==> src/rtl/seg_scan_ctrl.sv <==
// Multiplexed seven-segment scan controller: walks the digits one slot at a time,
// blanks between digits and swaps in new display data only on frame boundaries.
module seg_scan_ctrl #(
    parameter int NUM_DIGITS   = 4,
    parameter int REFRESH_DIV  = 1000,
    parameter int BLANK_CYCLES = 2
) (
    input  logic                    clk,
    input  logic                    rst,
    input  logic                    enable,
    input  logic                    load,
    input  logic [4*NUM_DIGITS-1:0] load_data,
    input  logic [NUM_DIGITS-1:0]   load_dp,
    output logic [3:0]              bcd_out,
    output logic                    dp_out,
    output logic [NUM_DIGITS-1:0]   digit_en,
    output logic                    frame_done,
    output logic                    pending
);

    localparam int CNT_W = (REFRESH_DIV > 1) ? $clog2(REFRESH_DIV) : 1;
    localparam int IDX_W = $clog2(NUM_DIGITS);
    localparam logic [CNT_W-1:0] BLANK_LAST = CNT_W'(BLANK_CYCLES - 1);
    localparam logic [CNT_W-1:0] SHOW_LAST  = CNT_W'(REFRESH_DIV - BLANK_CYCLES - 1);
    localparam logic [IDX_W-1:0] IDX_LAST   = IDX_W'(NUM_DIGITS - 1);

    typedef enum logic [1:0] {IDLE, BLANK, SHOW} state_t;

    state_t                  state_q, state_d;
    logic [IDX_W-1:0]        idx_q, idx_d;
    logic [CNT_W-1:0]        cnt_q, cnt_d;
    logic [4*NUM_DIGITS-1:0] shadow_q, shadow_d;
    logic [NUM_DIGITS-1:0]   shadow_dp_q, shadow_dp_d;
    logic [4*NUM_DIGITS-1:0] active_q, active_d;
    logic [NUM_DIGITS-1:0]   active_dp_q, active_dp_d;
    logic                    pending_q, pending_d;
    logic [3:0]              bcd_q, bcd_d;
    logic                    dp_q, dp_d;
    logic [NUM_DIGITS-1:0]   digit_en_q, digit_en_d;
    logic                    frame_done_q, frame_done_d;
    logic                    xfer;
    logic [3:0]              nib [NUM_DIGITS];

    always_comb begin
        state_d      = state_q;
        idx_d        = idx_q;
        cnt_d        = cnt_q;
        frame_done_d = 1'b0;
        xfer         = 1'b0;
        case (state_q)
            IDLE: begin
                if (enable) begin
                    state_d = BLANK;
                    idx_d   = '0;
                    cnt_d   = '0;
                    xfer    = 1'b1;
                end
            end
            BLANK: begin
                if (!enable) begin
                    state_d = IDLE;
                    idx_d   = '0;
                    cnt_d   = '0;
                end else if (cnt_q == BLANK_LAST) begin
                    state_d = SHOW;
                    cnt_d   = '0;
                end else begin
                    cnt_d = cnt_q + 1'b1;
                end
            end
            SHOW: begin
                if (!enable) begin
                    state_d = IDLE;
                    idx_d   = '0;
                    cnt_d   = '0;
                end else if (cnt_q == SHOW_LAST) begin
                    state_d = BLANK;
                    cnt_d   = '0;
                    if (idx_q == IDX_LAST) begin
                        idx_d        = '0;
                        frame_done_d = 1'b1;
                        xfer         = 1'b1;
                    end else begin
                        idx_d = idx_q + 1'b1;
                    end
                end else begin
                    cnt_d = cnt_q + 1'b1;
                end
            end
            default: begin
                state_d = IDLE;
                idx_d   = '0;
                cnt_d   = '0;
            end
        endcase
    end

    // A load coinciding with a transfer bypasses the shadow so the new frame uses it.
    always_comb begin
        shadow_d    = load ? load_data : shadow_q;
        shadow_dp_d = load ? load_dp : shadow_dp_q;
        pending_d   = load | pending_q;
        active_d    = active_q;
        active_dp_d = active_dp_q;
        if (xfer) begin
            if (load) begin
                active_d    = load_data;
                active_dp_d = load_dp;
                pending_d   = 1'b0;
            end else if (pending_q) begin
                active_d    = shadow_q;
                active_dp_d = shadow_dp_q;
                pending_d   = 1'b0;
            end
        end
    end

    generate
        for (genvar gi = 0; gi < NUM_DIGITS; gi++) begin : g_nib
            assign nib[gi] = active_d[4*gi +: 4];
        end
    endgenerate

    // Outputs are computed from next-state values so the registers line up with the state.
    always_comb begin
        bcd_d      = 4'd0;
        dp_d       = 1'b0;
        digit_en_d = '0;
        if (state_d != IDLE) begin
            bcd_d = nib[idx_d];
            dp_d  = active_dp_d[idx_d];
        end
        if (state_d == SHOW) begin
            digit_en_d = {{(NUM_DIGITS-1){1'b0}}, 1'b1} << idx_d;
        end
    end

    always_ff @(posedge clk) begin
        if (rst) begin
            state_q      <= IDLE;
            idx_q        <= '0;
            cnt_q        <= '0;
            shadow_q     <= '0;
            shadow_dp_q  <= '0;
            active_q     <= '0;
            active_dp_q  <= '0;
            pending_q    <= 1'b0;
            bcd_q        <= 4'd0;
            dp_q         <= 1'b0;
            digit_en_q   <= '0;
            frame_done_q <= 1'b0;
        end else begin
            state_q      <= state_d;
            idx_q        <= idx_d;
            cnt_q        <= cnt_d;
            shadow_q     <= shadow_d;
            shadow_dp_q  <= shadow_dp_d;
            active_q     <= active_d;
            active_dp_q  <= active_dp_d;
            pending_q    <= pending_d;
            bcd_q        <= bcd_d;
            dp_q         <= dp_d;
            digit_en_q   <= digit_en_d;
            frame_done_q <= frame_done_d;
        end
    end

    assign bcd_out    = bcd_q;
    assign dp_out     = dp_q;
    assign digit_en   = digit_en_q;
    assign frame_done = frame_done_q;
    assign pending    = pending_q;

endmodule

==> config.mk <==
export PLATFORM = sky130hd
export DESIGN_NAME = seg_scan_ctrl
export DESIGN_NICKNAME = d
export VERILOG_FILES = /design/src/rtl/seg_scan_ctrl.sv
export SDC_FILE = /design/constraint.sdc
export NUM_CORES = 1
export LEC_CHECK = 0
export ABC_AREA = 1
export CAP_MARGIN = 30
export CORE_ASPECT_RATIO = 0.5
export CORE_MARGIN = 3
export CORE_UTILIZATION = 56
export DETAILED_ROUTE_END_ITERATION = 12
export PLACE_DENSITY = 0.81
export SYNTH_ARGS = -nofsm -noshare
export SYNTH_HDL_FRONTEND = slang
export SYNTH_SLANG_ARGS = --single-unit
==> constraint.sdc <==
create_clock -name clk -period 2 [get_ports clk]
set_input_delay 0.2 -clock clk [delete_from_list [all_inputs] [get_ports clk]]
set_output_delay 0.2 -clock clk [all_outputs]
set_load 0.02 [all_outputs]
## After elaboration in Yosys (flattened, before gate mapping)

Index checks and enable logic that the tools add are counted.
W data, S select, Z words.

- Bits in latches: 0
- Output and inout bits: 11
- Memory bits (writable): 0
- Register bits after elaboration: 65
- Memory bits (read-only): 0
- Memories: 0
- Logic and storage cells: 71
- Input port bits: 24

- Order comparisons: 2
- Equal/unequal tests: 7
- Bitwise gates (word level): 5
- Shifts and indexed selects: 1
- Multipliers: 0
- Reduce and logical (&&, ||, !) cells: 5
- Div/mod/pow operators: 0
- $add $sub $neg: 2
- Multiplexer cells: 37

Operators with widths:

| operator | number |
|---|---|
| $mux W10 | 5 |
| $mux W16 | 3 |
| $pmux W10 S3 | 1 |
| $mux W2 | 10 |
| $mux W4 | 5 |
| $pmux W2 S3 | 2 |
| $add A10 B1 Y10 const B | 1 |
| $eq A10 B1 Y1 const B | 1 |
| $eq A10 B10 Y1 const B | 1 |
| $bmux W4 S2 | 1 |
| $mux W1 | 8 |
| $eq A2 B2 Y1 const B | 3 |
| $reduce_or A2 Y1 | 3 |
| $shl A1 B2 Y4 const A | 1 |
| $ge A3 B3 Y1 const B | 1 |
| $lt A2 B3 Y1 const B | 1 |
| $not A1 Y1 | 3 |
| $not A2 Y3 | 1 |
| $add A2 B1 Y2 const B | 1 |
| $bmux W1 S2 | 1 |
| $eq A2 B1 Y1 const B | 1 |
| $logic_not A2 Y1 | 1 |
| $ne A2 B2 Y1 const B | 1 |
| $pmux W1 S2 | 1 |
| other kinds (2) | 2 |

## Depth between registers and ports, before layout

- Depth after elaboration: 9
- Mapped depth: 13
- Gate-level depth less buffers: 12

## Least setup slack after synthesis

No wires, ideal clock.

- Kind: register to register
- From: reg state_q[0]
- To: reg bcd_q[2], in the netlist bcd_out[2]
- Cell stages (with the launch flop): 12
- Arrival: 1.539 ns
- Setup time: 0.118 ns
- Path buffers: 0
- Data required time: 1.882 ns
- Path slack: 0.343 ns
- Cell sequence: dfxtp_1 > inv_1 > ha_1 > inv_1 > nor2_1 > nor2_1 > nand2_1 > nand2_1 > o21ai_2 > inv_2 > nand3_1 > a21oi_1

- Word-level cells in the longest chain between the ends: 6
- Elaborated cells between the ends (all ways): 19
- Classes of those cells: eq/ne (2); mux (12); bitwise (2); reduce/logical (3)

RTL lines:

| what | line | source |
|---|---|---|
| start: declaration | 29 | `state_t state_q, state_d;` |
| start signal: assignment | 153 | `state_q <= state_d;` |
| $eq A2 B2 Y1 (tied with other cells) | 50 | `case (state_q)` |
| $pmux W1 S2 (tied with other cells) | 50 |  |
| $mux W16 (tied with other cells) | 105 | `if (xfer) begin` |
| $bmux W4 S2 or $reduce_bool A2 Y1 (tied branches) | 130, 129 |  |
| $mux W4 (not written as such) or $not A1 Y1 (tied branches) | n/a |  |
| $mux W4 (not written as such) or $reduce_or A2 Y1 (tied branches) | n/a |  |
| end signal: assignment | 148 | `bcd_q <= 4'd0;` |
| end signal: assignment | 161 | `bcd_q <= bcd_d;` |
| end: declaration | 37 | `logic [3:0] bcd_q, bcd_d;` |

Parallel ways exist; a longest one is shown, timed or not. The select of a mux whose other input is x is not followed.
A chain may end at the register's enable or synchronous reset.

## Final worst setup path

- From: reg state_q[0]
- To: reg bcd_q[1], in the netlist bcd_out[1]

The elaborated chain is that of the path after synthesis.

==> results.txt <==
final-layout setup total negative slack: 0 ns
kind of end point of the critical path: flop
share of cells above drive strength 1: 9.07%
kind of critical path: flop to flop
sum of net half-perimeters after detailed placement: 5.04 mm
area growth from synthesis to layout: 24.6%
CP arrival: 2.03 ns
number of antenna cells inserted: 0
RSZ-0062 raised after global routing: no
via/cell ratio: 5.09
maximum count of clock buffers along a single path: 2
overall via count from detail_route: 3105
cell mode on critical path: sky130_fd_sc_hd__nand2_1
effective utilization at floorplan: 61.9%
hold_buf cts: 0
x dimension of the die: 114 um
via count of the first global-routing pass: 2820
number of antenna-violating nets in the routed design: 0
post-layout instance count excluding filler cells: 610
worst relative slew slack: 65.0%
critical path buffer and inverter count: 3
crit share post-route: 90.8%
largest net degree at the start of global routing: 48
power dissipated by switching net loads: 0.813 mW
synthesized net count: 526
result of the run: finished, final reports clean
drt first pass iters: 4
row cnt: 18
number of top-level design ports: 35
# Post-CTS Setup Buffers: 0
cell internal pwr: 2.66 mW
Syn Inst Count: 495
Hold Worst Slack: 0.451 ns
unique cell type count in the Yosys netlist: 32
insertion delay to the later sink of the worst-skew pair: 0.33 ns
final hold violation count: 0
total placed cells including tap cells: 594
class of the worst hold path: primary input to flop
number of antenna violations at the first check in global routing: 0
pin slew with the least headroom to its limit: 0.525 ns
Syn Std Cell Area: 3250 um2
Yosys reg bits: 65
critical path data required time: 2.22 ns
leakage power of the design: 1.77 nW
port buffer count: 34
clock tree from TritonCTS: yes
DRC Markers: 0
highest attainable clock frequency: 550 MHz
synthesis warning total: 0
PD cells: 858 nW/um2
count of H-tree levels built during CTS: 3
Peak VDD IR: 0.669 mV
core area: 5250 um2
cell-by-cell trace of the critical path: inv_1, ha_1, nand2_1, nor2_1, nand4_4, buf_4, nand3_1, nand2_1, inv_1, nand2_1, nand3_1, a21oi_1
max_cap viols: 0
CP max stage delay: 0.32 ns
WL/cell: 12.0 um
Max stage delay cell, worst path: sky130_fd_sc_hd__dfxtp_1
time the final worst path needs with I/O delays and setup: 1.82 ns
Overflow after GRT: 0
setup-violating endpoint count in the final report: 0
clock root buffer master: sky130_fd_sc_hd__clkbuf_16
Sinks on Clock Net: 65
Total Die Area: 6810 um2
chip height: 59.9 um
global-route wire length before repair: 12.7 mm
number of nets in the final layout: 566
clock group share of total power: 49.5%
Mapped Avg Cell Area: 6.56 um2
global routing usage summed across all routing layers: 23.8%
peak fanout along the critical path: 15
total CTS buffers: 9
total count of max-transition violations in the final report: 0
category of the worst setup path launch point: flop
register clock-pin slew on the reported worst setup and hold paths: 0.05 ns
wire length reported by the detailed router: 7.34 mm
fraction of power spent switching nets: 23.4%
final estimated routing congestion in global placement: 0.814
share of total power in sequential cells: 39.5%
Detailed Route Iter0 Violations: 202
delay-heaviest family, CP: simple AND/OR/NAND/NOR gates
share of synthesized area occupied by flip-flops and latches: 40.0%
worst setup skew after layout: 0.00461 ns
power share of the combinational group: 11.0%
==> kinds of logic after synthesis <==
group | after synthesis | synth area share [%]
AO/OA/AOI/OAI | 63 | 10.7
XOR/XNOR | 4 | 1.08
adder cells (fa/ha/maj) | 7 | 2.70
buffers and inverters | 82 | 10.2
flip-flops | 65 | 40.0
AND/OR/NAND/NOR | 274 | 35.3
==> cell type report <==
| type | count | area, um2 |
|---|---|---|
| clock inverters | 4 | 75.1 |
| well taps | 70 | 87.6 |
| multi-input cells | 348 | 1630 |
| fillers | 408 | 1200 |
| flip-flops and latches | 65 | 1300 |
| inverters | 61 | 229 |
| repair buffers | 50 | 473 |
| clock buffers | 12 | 256 |
==> layer usage <==
| layer | GRT usage [%] | vias to the layer above | wire length (um) |
|---|---|---|---|
| li1 | - | 1623 | - |
| met1 | 31.0 | 1414 | 3540 |
| met2 | 38.7 | 56 | 3330 |
| met3 | 6.67 | 12 | 376 |
| met4 | 7.88 | 0 | 98 |
| met5 | 0 | - | 0 |
==> synthesized netlist by cell type <==
cell                         n  share of area, %
sky130_fd_sc_hd__xor2_1      3              0.81
sky130_fd_sc_hd__nor2_1     51               5.9
sky130_fd_sc_hd__nand2_4     1              0.35
sky130_fd_sc_hd__nand2_2     2              0.38
sky130_fd_sc_hd__o21ai_0    21               3.2
sky130_fd_sc_hd__o211ai_1    1              0.23
sky130_fd_sc_hd__o21a_1      1              0.23
sky130_fd_sc_hd__and3_1      1              0.19
sky130_fd_sc_hd__o21bai_1    1              0.23
sky130_fd_sc_hd__nand4_4     1              0.65
sky130_fd_sc_hd__nor2_2      1              0.19
sky130_fd_sc_hd__ha_1        7               2.7
sky130_fd_sc_hd__inv_2       6              0.69
sky130_fd_sc_hd__nor2_4      2              0.69
sky130_fd_sc_hd__and2_1      1              0.19
sky130_fd_sc_hd__buf_6       3               1.0
sky130_fd_sc_hd__buf_1       6              0.69
sky130_fd_sc_hd__buf_2       1              0.15
sky130_fd_sc_hd__nor3_1      3              0.46
sky130_fd_sc_hd__xnor2_1     1              0.27
sky130_fd_sc_hd__o22ai_1     2              0.38
sky130_fd_sc_hd__nand2_1   167                19
sky130_fd_sc_hd__o21ai_1     3              0.46
sky130_fd_sc_hd__nand3b_1    1              0.23
sky130_fd_sc_hd__nand3_1    39               6.0
sky130_fd_sc_hd__o21ai_2     5               1.3
sky130_fd_sc_hd__a21oi_1    28               4.3
sky130_fd_sc_hd__a211oi_1    1              0.23
sky130_fd_sc_hd__dfxtp_1    65                40
sky130_fd_sc_hd__clkbuf_1   11               1.3
sky130_fd_sc_hd__nand4_1     4              0.77
sky130_fd_sc_hd__inv_1      55               6.4
==> registers in the layout (all words and copies together), names as in the netlist <==
name	flops
active_dp_q	4
active_q	16
bcd_out	4
cnt_q	10
digit_en	4
dp_out	1
frame_done	1
idx_q	2
pending	1
shadow_dp_q	4
shadow_q	16
state_q	2
==> layout by cell type (no fill, tap or decap), types with 2 or more instances in the layout <==
cell / instances
sky130_fd_sc_hd__a21oi_1: 28
sky130_fd_sc_hd__buf_4: 15
sky130_fd_sc_hd__bufinv_16: 2
sky130_fd_sc_hd__clkbuf_16: 9
sky130_fd_sc_hd__clkbuf_8: 2
sky130_fd_sc_hd__clkdlybuf4s50_1: 34
sky130_fd_sc_hd__clkinvlp_4: 2
sky130_fd_sc_hd__dfxtp_1: 65
sky130_fd_sc_hd__ha_1: 7
sky130_fd_sc_hd__inv_1: 55
sky130_fd_sc_hd__inv_2: 6
sky130_fd_sc_hd__nand2_1: 167
sky130_fd_sc_hd__nand2_2: 2
sky130_fd_sc_hd__nand3_1: 39
sky130_fd_sc_hd__nand4_1: 4
sky130_fd_sc_hd__nor2_1: 51
sky130_fd_sc_hd__nor2_4: 2
sky130_fd_sc_hd__nor3_1: 3
sky130_fd_sc_hd__o21ai_0: 21
sky130_fd_sc_hd__o21ai_1: 3
sky130_fd_sc_hd__o21ai_2: 5
sky130_fd_sc_hd__o22ai_1: 2
sky130_fd_sc_hd__xor2_1: 3
==> per-stage QoR <==
step | worst slack [ns] | cell area, um2 | utilization (%) | total power, mW
5_1_grt | 0.0354 | 4050 | 77.1 | 3.60
6_report | 0.183 | 4050 | 77.1 | 3.47
2_1_floorplan | 0.343 | 3250 | - | 1.65
3_5_place_dp | 0.0528 | 3710 | 70.6 | 1.77
4_1_cts | 0.162 | 4040 | 77.0 | 3.49
3_3_place_gp | 0.108 | 3710 | 70.6 | 1.77
==> worst paths after layout <==
kind / startpoint / end / slack, ns / cells after the start
max: state_q[0] / bcd_out[1] / 0.18 / 12
min: load_dp[0] / shadow_dp_q[0] / 0.45 / 3
min reg2reg: shadow_dp_q[0] / shadow_dp_q[0] / 0.46 / 2
max reg2reg: state_q[0] / bcd_out[1] / 0.18 / 12
==> power groups by stage <==
stage	registers (mW)	clock network [mW]	logic (mW)
5_1_grt	1.38	1.79	0.433
4_1_cts	1.37	1.74	0.378
3_3_place_gp	1.40	0	0.368
3_5_place_dp	1.40	0	0.374
2_1_floorplan	1.40	0	0.244
6_report	1.37	1.72	0.381
==> worst register-to-register path: stages (launching register included) <==
cell and delay (ns):
sky130_fd_sc_hd__dfxtp_1 0.32, sky130_fd_sc_hd__inv_1 0.10, sky130_fd_sc_hd__ha_1 0.15, sky130_fd_sc_hd__nand2_1 0.09, sky130_fd_sc_hd__nor2_1 0.19, sky130_fd_sc_hd__nand4_4 0.17, sky130_fd_sc_hd__buf_4 0.24, sky130_fd_sc_hd__nand3_1 0.09
sky130_fd_sc_hd__nand2_1 0.07, sky130_fd_sc_hd__inv_1 0.09, sky130_fd_sc_hd__nand2_1 0.06, sky130_fd_sc_hd__nand3_1 0.09, sky130_fd_sc_hd__a21oi_1 0.06
==> repair_timing <==
action,4_1_cts,5_1_grt
endpoints found under the hold margin,0,0
endpoints found under the setup margin,0,4
gates resized for setup,0,1
Note: power is estimated with default switching activity, not from simulation.
